$ cat config.mk
export PLATFORM = sky130hd
export DESIGN_NAME = reg_bank_rd_flat
export DESIGN_NICKNAME = d
export VERILOG_FILES = /design/src/rtl/cpu_pkg.sv /design/src/rtl/reg_bank_rd_if.sv /design/src/rtl/reg_fwd_sel.sv /design/src/rtl/reg_bank_rd.sv /design/src/flat_wrapper.sv
export SDC_FILE = /design/constraint.sdc
export NUM_CORES = 2
export LEC_CHECK = 0
export CORE_UTILIZATION = 68
export DETAILED_ROUTE_END_ITERATION = 7
export PLACE_DENSITY = 0.88
export RECOVER_POWER = 100
export SKIP_LAST_GASP = 1
export SYNTH_ARGS = -nofsm -noshare
export SYNTH_HDL_FRONTEND = slang
export SYNTH_SLANG_ARGS = --single-unit
export TNS_END_PERCENT = 10
$ cat constraint.sdc
create_clock -name clk -period 4.08 [get_ports clk]
set_input_delay 0.612 -clock clk [delete_from_list [all_inputs] [get_ports clk]]
set_output_delay 0.612 -clock clk [all_outputs]
set_load 0.01 [all_outputs]
$ cat src/rtl/cpu_pkg.sv
// cpu_pkg
// Shared definitions for the multicycle MIPS register-read path.
//   DATA_W      register and datapath width in bits
//   REG_ADDR_W  register index width (fixed at 5)
//   REG_ZERO    hard-wired zero register
//   REG_SP      stack-pointer register index
//   REG_RA      return-address (link) register index
//   SP_RESET    value loaded into the stack pointer at reset
//   rdst_t      operand-read FSM state
package cpu_pkg;

    localparam int DATA_W     = 32;
    localparam int REG_ADDR_W = 5;
    localparam int REG_ZERO   = 0;
    localparam int REG_SP     = 29;
    localparam int REG_RA     = 31;
    localparam int SP_RESET   = 227;

    typedef enum logic {
        IDLE = 1'b0,
        RD   = 1'b1
    } rdst_t;

endpackage

$ cat src/rtl/reg_bank_rd_if.sv
// reg_bank_rd_if
// Bundles the write-back and operand-read signals of the register bank.
//   reg_write  write enable for the bank
//   wreg_addr  destination register index
//   wdata      write-back data
//   rd_req     operand read request
//   rs_addr    source register A index
//   rt_addr    source register B index
//   a_out      registered operand A
//   b_out      registered operand B
//   rd_valid   one-cycle pulse after each accepted read
//   busy       high while a read is being presented
// Modports: master drives requests (decode side), slave is the bank.
interface reg_bank_rd_if;
    import cpu_pkg::*;

    logic                  reg_write;
    logic [REG_ADDR_W-1:0] wreg_addr;
    logic [DATA_W-1:0]     wdata;
    logic                  rd_req;
    logic [REG_ADDR_W-1:0] rs_addr;
    logic [REG_ADDR_W-1:0] rt_addr;
    logic [DATA_W-1:0]     a_out;
    logic [DATA_W-1:0]     b_out;
    logic                  rd_valid;
    logic                  busy;

    modport master (
        output reg_write, wreg_addr, wdata, rd_req, rs_addr, rt_addr,
        input  a_out, b_out, rd_valid, busy
    );

    modport slave (
        input  reg_write, wreg_addr, wdata, rd_req, rs_addr, rt_addr,
        output a_out, b_out, rd_valid, busy
    );

endinterface

$ cat src/rtl/reg_fwd_sel.sv
// reg_fwd_sel
// Per-port operand select: passes the stored register value, or the
// write-back data when the same register is being written on this edge
// and forwarding is enabled.
//   en         forwarding enable (tied off when forwarding is not built)
//   reg_write  write enable of the bank
//   wreg_addr  register being written
//   wdata      write-back data
//   rd_addr    register being read by this port
//   reg_data   stored value of reg[rd_addr]
//   sel_data   value this port should latch
module reg_fwd_sel
    import cpu_pkg::*;
#(
    parameter int DW = cpu_pkg::DATA_W
) (
    input  logic                  en,
    input  logic                  reg_write,
    input  logic [REG_ADDR_W-1:0] wreg_addr,
    input  logic [DW-1:0]         wdata,
    input  logic [REG_ADDR_W-1:0] rd_addr,
    input  logic [DW-1:0]         reg_data,
    output logic [DW-1:0]         sel_data
);

    logic hit;

    // Register 0 is never written, so a write to it must not forward either.
    assign hit = en && reg_write
                 && (wreg_addr != REG_ADDR_W'(REG_ZERO))
                 && (wreg_addr == rd_addr);

    assign sel_data = hit ? wdata : reg_data;

endmodule

$ cat src/rtl/reg_bank_rd.sv
// reg_bank_rd
// 32x32 general-purpose register bank with registered rs/rt operand reads
// behind a request/valid handshake.
//   clk    system clock, all state changes on the rising edge
//   reset  synchronous, active-high; clears the bank (SP loads SP_INIT),
//          the operand registers and the FSM
//   bus    reg_bank_rd_if.slave: write port, read request and operands
// Optional build macro REG_BANK_BYPASS_EN: when defined, a read of a
// register being written on the same edge latches the new write data;
// otherwise it latches the pre-write contents.
module reg_bank_rd #(
    parameter int DATA_W  = cpu_pkg::DATA_W,
    parameter int NREG    = 32,
    parameter int SP_REG  = cpu_pkg::REG_SP,
    parameter int SP_INIT = cpu_pkg::SP_RESET,
    parameter int RA_REG  = cpu_pkg::REG_RA
) (
    input  logic          clk,
    input  logic          reset,
    reg_bank_rd_if.slave  bus
);
    import cpu_pkg::*;

    // The index width is fixed, so every special register must be addressable.
    if (SP_REG >= NREG || RA_REG >= NREG || NREG > (1 << REG_ADDR_W)) begin : g_bad_cfg
        $error("reg_bank_rd: register index parameters out of range");
    end

`ifdef REG_BANK_BYPASS_EN
    localparam logic FWD_EN = 1'b1;
`else
    localparam logic FWD_EN = 1'b0;
`endif

    logic [DATA_W-1:0] bank [NREG];
    logic [DATA_W-1:0] bank_a;
    logic [DATA_W-1:0] bank_b;
    logic [DATA_W-1:0] sel_a;
    logic [DATA_W-1:0] sel_b;
    rdst_t             state;
    rdst_t             next_state;

    // Register bank; reset wins over a concurrent write.
    always_ff @(posedge clk) begin
        if (reset) begin
            for (int i = 0; i < NREG; i++) begin
                bank[i] <= (i == SP_REG) ? DATA_W'(SP_INIT) : '0;
            end
        end else if (bus.reg_write && bus.wreg_addr != REG_ADDR_W'(REG_ZERO)) begin
            bank[bus.wreg_addr] <= bus.wdata;
        end
    end

    // Register 0 is forced to zero on read rather than relying on its storage.
    assign bank_a = (bus.rs_addr == REG_ADDR_W'(REG_ZERO)) ? '0 : bank[bus.rs_addr];
    assign bank_b = (bus.rt_addr == REG_ADDR_W'(REG_ZERO)) ? '0 : bank[bus.rt_addr];

    reg_fwd_sel #(.DW(DATA_W)) u_fwd_a (
        .en        (FWD_EN),
        .reg_write (bus.reg_write),
        .wreg_addr (bus.wreg_addr),
        .wdata     (bus.wdata),
        .rd_addr   (bus.rs_addr),
        .reg_data  (bank_a),
        .sel_data  (sel_a)
    );

    reg_fwd_sel #(.DW(DATA_W)) u_fwd_b (
        .en        (FWD_EN),
        .reg_write (bus.reg_write),
        .wreg_addr (bus.wreg_addr),
        .wdata     (bus.wdata),
        .rd_addr   (bus.rt_addr),
        .reg_data  (bank_b),
        .sel_data  (sel_b)
    );

    always_ff @(posedge clk) begin
        if (reset) begin
            state <= IDLE;
        end else begin
            state <= next_state;
        end
    end

    // A request is accepted in either state, so back-to-back reads keep RD.
    always_comb begin
        next_state = state;
        case (state)
            IDLE:    next_state = bus.rd_req ? RD : IDLE;
            RD:      next_state = bus.rd_req ? RD : IDLE;
            default: next_state = IDLE;
        endcase
    end

    always_comb begin
        bus.rd_valid = 1'b0;
        bus.busy     = 1'b0;
        if (state == RD) begin
            bus.rd_valid = 1'b1;
            bus.busy     = 1'b1;
        end
    end

    // Operands hold their last value until the next accepted request.
    always_ff @(posedge clk) begin
        if (reset) begin
            bus.a_out <= '0;
            bus.b_out <= '0;
        end else if (bus.rd_req) begin
            bus.a_out <= sel_a;
            bus.b_out <= sel_b;
        end
    end

endmodule

$ cat src/flat_wrapper.sv
// flat-port wrapper written by rule: the top's interface ports become plain ports
module reg_bank_rd_flat import cpu_pkg::*;
#(
    parameter int DATA_W  = cpu_pkg::DATA_W,
    parameter int NREG    = 32,
    parameter int SP_REG  = cpu_pkg::REG_SP,
    parameter int SP_INIT = cpu_pkg::SP_RESET,
    parameter int RA_REG  = cpu_pkg::REG_RA
)
  (clk, reset, bus_reg_write, bus_wreg_addr, bus_wdata, bus_rd_req, bus_rs_addr, bus_rt_addr, bus_a_out, bus_b_out, bus_rd_valid, bus_busy);
  reg_bank_rd_if bus_i ();
  input  logic clk;
  input  logic reset;
  input wire logic [$bits(bus_i.reg_write)-1:0] bus_reg_write;
  input wire logic [$bits(bus_i.wreg_addr)-1:0] bus_wreg_addr;
  input wire logic [$bits(bus_i.wdata)-1:0] bus_wdata;
  input wire logic [$bits(bus_i.rd_req)-1:0] bus_rd_req;
  input wire logic [$bits(bus_i.rs_addr)-1:0] bus_rs_addr;
  input wire logic [$bits(bus_i.rt_addr)-1:0] bus_rt_addr;
  output wire logic [$bits(bus_i.a_out)-1:0] bus_a_out;
  output wire logic [$bits(bus_i.b_out)-1:0] bus_b_out;
  output wire logic [$bits(bus_i.rd_valid)-1:0] bus_rd_valid;
  output wire logic [$bits(bus_i.busy)-1:0] bus_busy;
  assign bus_i.reg_write = bus_reg_write;
  assign bus_i.wreg_addr = bus_wreg_addr;
  assign bus_i.wdata = bus_wdata;
  assign bus_i.rd_req = bus_rd_req;
  assign bus_i.rs_addr = bus_rs_addr;
  assign bus_i.rt_addr = bus_rt_addr;
  assign bus_a_out = bus_i.a_out;
  assign bus_b_out = bus_i.b_out;
  assign bus_rd_valid = bus_i.rd_valid;
  assign bus_busy = bus_i.busy;
  reg_bank_rd #(.DATA_W(DATA_W), .NREG(NREG), .SP_REG(SP_REG), .SP_INIT(SP_INIT), .RA_REG(RA_REG)) u_core (.clk(clk), .reset(reset), .bus(bus_i));
endmodule
==> flow_metrics.py <==
metrics = {
    "outcome": {
        "status": "finished, violations left",
        "violations": "max-capacitance violations, max-slew violations",
    },
    "critical_path": {
        "cpMostUsedCell": "clkbuf_1",
        "crit_slowest_cell": "clkbuf_1",
        "critPathKind": "primary input to flop",
        "worst-path-max-fanout": 27,
        "worstRegToRegCells": 4,
        "crit_arrival_ns": 4.15,
        "critPathLaunchType": "primary input",
        "critPathMaxStageDelay_ns": 1.34,
        "worstPathRequired_ns": 4.62,
        "crit_family": "buffers and inverters",
        "worst-path-buf-inv": 2,
        "timing.rr.end": "u_core.bus.b_out[0]",
        "r2r-start": "u_core.bank[5][0]",
        "crit_path_cell_trace": "clkbuf_1, nor2b_1, nand4_1, nor2_2, clkbuf_1, and2_0",
        "crit_path_end_kind": "flop",
        "rrSetupSlack_ns": 1.57,
    },
    "global_route": {
        "grt_pass1_wl_mm": 269,
        "grt_max_degree": 92,
        "grt_pass1_vias": 38900,
        "grtUsageTotal": 0.442,
        "gr-max-usage-layer": "met2",
        "grtUsageMet1": 0.548,
        "antenna_found_initial": 13,
        "grt_overflow_total": 0,
        "gr-usage-met3": 0.108,
        "met2_usage": 0.667,
    },
    "route": {
        "ant_nets": 0,
        "vias": 40000,
        "dr.first_iter.drc_count": 6441,
        "routed_wl_mm": 188,
        "wire_per_inst_um": 35.9,
        "dr.pass1.iters": 6,
        "avgViaCountPerCell": 7.66,
        "drc": 0,
    },
    "placement": {
        "place.gp.congestion": 1.04,
        "port_buffers": 116,
        "dp_hpwl_mm": 118,
    },
    "die": {
        "dieArea_sq_um": 85500,
        "core-area_sq_um": 83600,
        "rows": 106,
        "pin_count": 117,
        "die_w_um": 292,
        "initial_core_util": 0.687,
        "die_h_um": 292,
    },
    "sta": {
        "setup_viol": 0,
        "fin_worst_skew_ns": 0.0212,
        "hold_ws_ns": 0.272,
        "hold_viol": 0,
        "fin_crit_ns": 3.60,
        "min_period_over_period": 0.883,
        "rsz0062_at_grt": "no",
        "slew_violations": 356,
        "worst_pin_slew_ns": 2.17,
        "final.setup.tns_ns": 0,
        "slew_headroom": -0.448,
        "fmax_mhz": 278,
    },
    "yosys": {
        "synth_top_area_share": 0.536,
        "yosys_warnings": 0,
        "ys_ff_latch": 1089,
        "synth_area_leaders": "edfxtp_1 54%, mux4_2 14%, and2_1 11%",
        "yosysTopAreaCell": "edfxtp_1",
        "synth_flop_cell": "edfxtp_1",
        "syn-cell-area_sq_um": 57400,
        "synth.distinct_cells": 40,
        "synth_seq_area_share": 0.559,
        "synthMostInstantiatedCell": "and2_1",
        "synthTopCellsByCount": "1033 x and2_1, 1024 x edfxtp_1, 369 x mux2i_1",
        "postSynthCellCount": 4051,
        "synth_edf_count": 1024,
        "synth_async_sr_flop_share": 0,
        "avgSynthCellArea_sq_um": 14.2,
    },
    "power": {
        "p_leak_nw": 22.2,
        "max-vdd-ir-drop_mv": 0.386,
        "powerDensity_nw_per_um2": 426,
    },
    "clock_network": {
        "clk_pin_slew_ns": 0.06,
        "htreeDepth": 3,
        "holdBufCountCts": 0,
        "cts_resized": 0,
        "postCtsSetupBuffers": 0,
        "cts_tree": "done",
        "clockBufferDepth": 3,
        "clock_latency_ns": 0.71,
        "cts_buffers": 111,
        "clockRootBuffer": "clkbuf_16",
        "cts_num_sinks": 1089,
    },
    "finish": {
        "fin_nets": 4100,
        "n_fill_cell": 4736,
        "drive_above_1_share": 0.189,
        "area_growth_pct": 10.8,
    },
    "hold_path": {
        "min-delay-path-class": "primary input to flop",
        "min_to": "u_core.state",
        "min_from": "bus_rd_req",
        "hold_depth": 2,
    },
    "run": {
        "cap_violations": 11,
    },
}
[layer usage]
layer,share of wire,vias to the layer above,wire (um)
met3,0.13,1000,24700
met1,0.31,19600,58600
li1,-,15400,-
met4,0.11,18,19900
met2,0.45,4011,84300
met5,0.00070,-,132
[final cells by class]
cell class / instances / area [sq um] / area share
repair buffers: 278 / 2590 / 0.0408
multi-input cells: 2568 / 23800 / 0.374
inverters: 1 / 3.75 / 0.0000591
clock buffers: 162 / 3180 / 0.0501
diodes: 3 / 7.51 / 0.000118
well taps: 1080 / 1350 / 0.0213
flip-flops and latches: 1089 / 32100 / 0.504
clock inverters: 48 / 576 / 0.00905
[cell usage in the layout (no fill, tap or decap), types with 11 or more instances in the layout]
| cell | Yosys | routed |
|---|---|---|
| a2111oi_0 | 64 | 64 |
| clkbuf_16 | 0 | 114 |
| or2_2 | 64 | 61 |
| a21oi_1 | 69 | 69 |
| buf_12 | 0 | 30 |
| bufinv_16 | 0 | 13 |
| buf_4 | 10 | 83 |
| clkbuf_2 | 0 | 21 |
| clkbuf_8 | 0 | 15 |
| nor2b_1 | 86 | 81 |
| a32o_1 | 20 | 20 |
| conb_1 | 1 | 32 |
| dlygate4sd3_1 | 0 | 66 |
| nor4b_1 | 32 | 32 |
| clkbuf_1 | 316 | 62 |
| and2_0 | 0 | 398 |
| and2_1 | 1033 | 634 |
| o22ai_1 | 32 | 32 |
| clkinv_2 | 0 | 19 |
| nor2_1 | 35 | 17 |
| dfxtp_1 | 65 | 65 |
| a22oi_1 | 128 | 128 |
| nand2b_1 | 35 | 35 |
| mux4_2 | 352 | 352 |
| edfxtp_1 | 1024 | 1024 |
| and3_1 | 17 | 17 |
| clkdlybuf4s50_1 | 0 | 39 |
| mux2i_1 | 369 | 369 |
| a211oi_1 | 47 | 47 |
| a21boi_0 | 15 | 15 |
| mux2_2 | 32 | 29 |
| a221oi_1 | 12 | 12 |
| clkinv_1 | 0 | 11 |
| nand2_1 | 35 | 35 |
| o311ai_0 | 32 | 32 |
| nor2_2 | 0 | 16 |
[registers in the layout (all words and copies together) (netlist names)]
name              count
u_core.bank        1024
u_core.bus.a_out     32
u_core.bus.b_out     32
u_core.state          1
[worst reg2reg max path: stages (launching register included)]
cell      delay (ns)
edfxtp_1        0.40
mux4_2          0.49
mux2i_1         0.96
or2_2           0.28
o311ai_0        0.19
[logic make-up (layout without fill, tap and decap cells)]
kind of cell,count (synthesis),after routing,synth area share
simple gates,1363,1363,0.147
mux,753,753,0.209
buf+inv,425,489,0.0307
other cells,1,35,0.0000654
compound gates,420,420,0.0544
flops,1089,1089,0.559
[worst max-delay path by stage]
stage / start / to / slack (ns) / cells after the start
after floorplan: bus_rt_addr[0] / u_core.bus.b_out[16] / 1.64 / 6
after global placement: bus_reg_write / u_core.bank[14][28] / 0.77 / 6
after detailed placement: bus_reg_write / u_core.bank[28][29] / 0.68 / 5
after CTS: bus_reg_write / u_core.bank[28][27] / 1.29 / 5
after global routing: reset / u_core.bank[11][15] / 0.51 / 6
final: reset / u_core.bank[29][17] / 0.48 / 6
[per-stage QoR]
| stage | power, mW | setup WS, ns | std cells | area [sq um] | utilization |
|---|---|---|---|---|---|
| floorplan | 15.1 | 1.64 | 4082 | 57500 | - |
| global placement | 16.4 | 0.768 | 5016 | 60100 | 0.719 |
| finish | 27.0 | 0.478 | 5229 | 63600 | 0.761 |
| detailed placement | 16.5 | 0.684 | 5016 | 60100 | 0.719 |
| global route | 27.5 | 0.514 | 5226 | 63600 | 0.761 |
| CTS | 26.9 | 1.29 | 5226 | 63900 | 0.764 |
[power breakdown]
group	switching, mW	internal (mW)	total (mW)
clock network	4.38	6.21	10.6
registers	0.456	12.9	13.3
logic	1.87	1.26	3.14
total	6.71	20.3	27.0
Note: power is estimated with default switching activity, not from simulation.
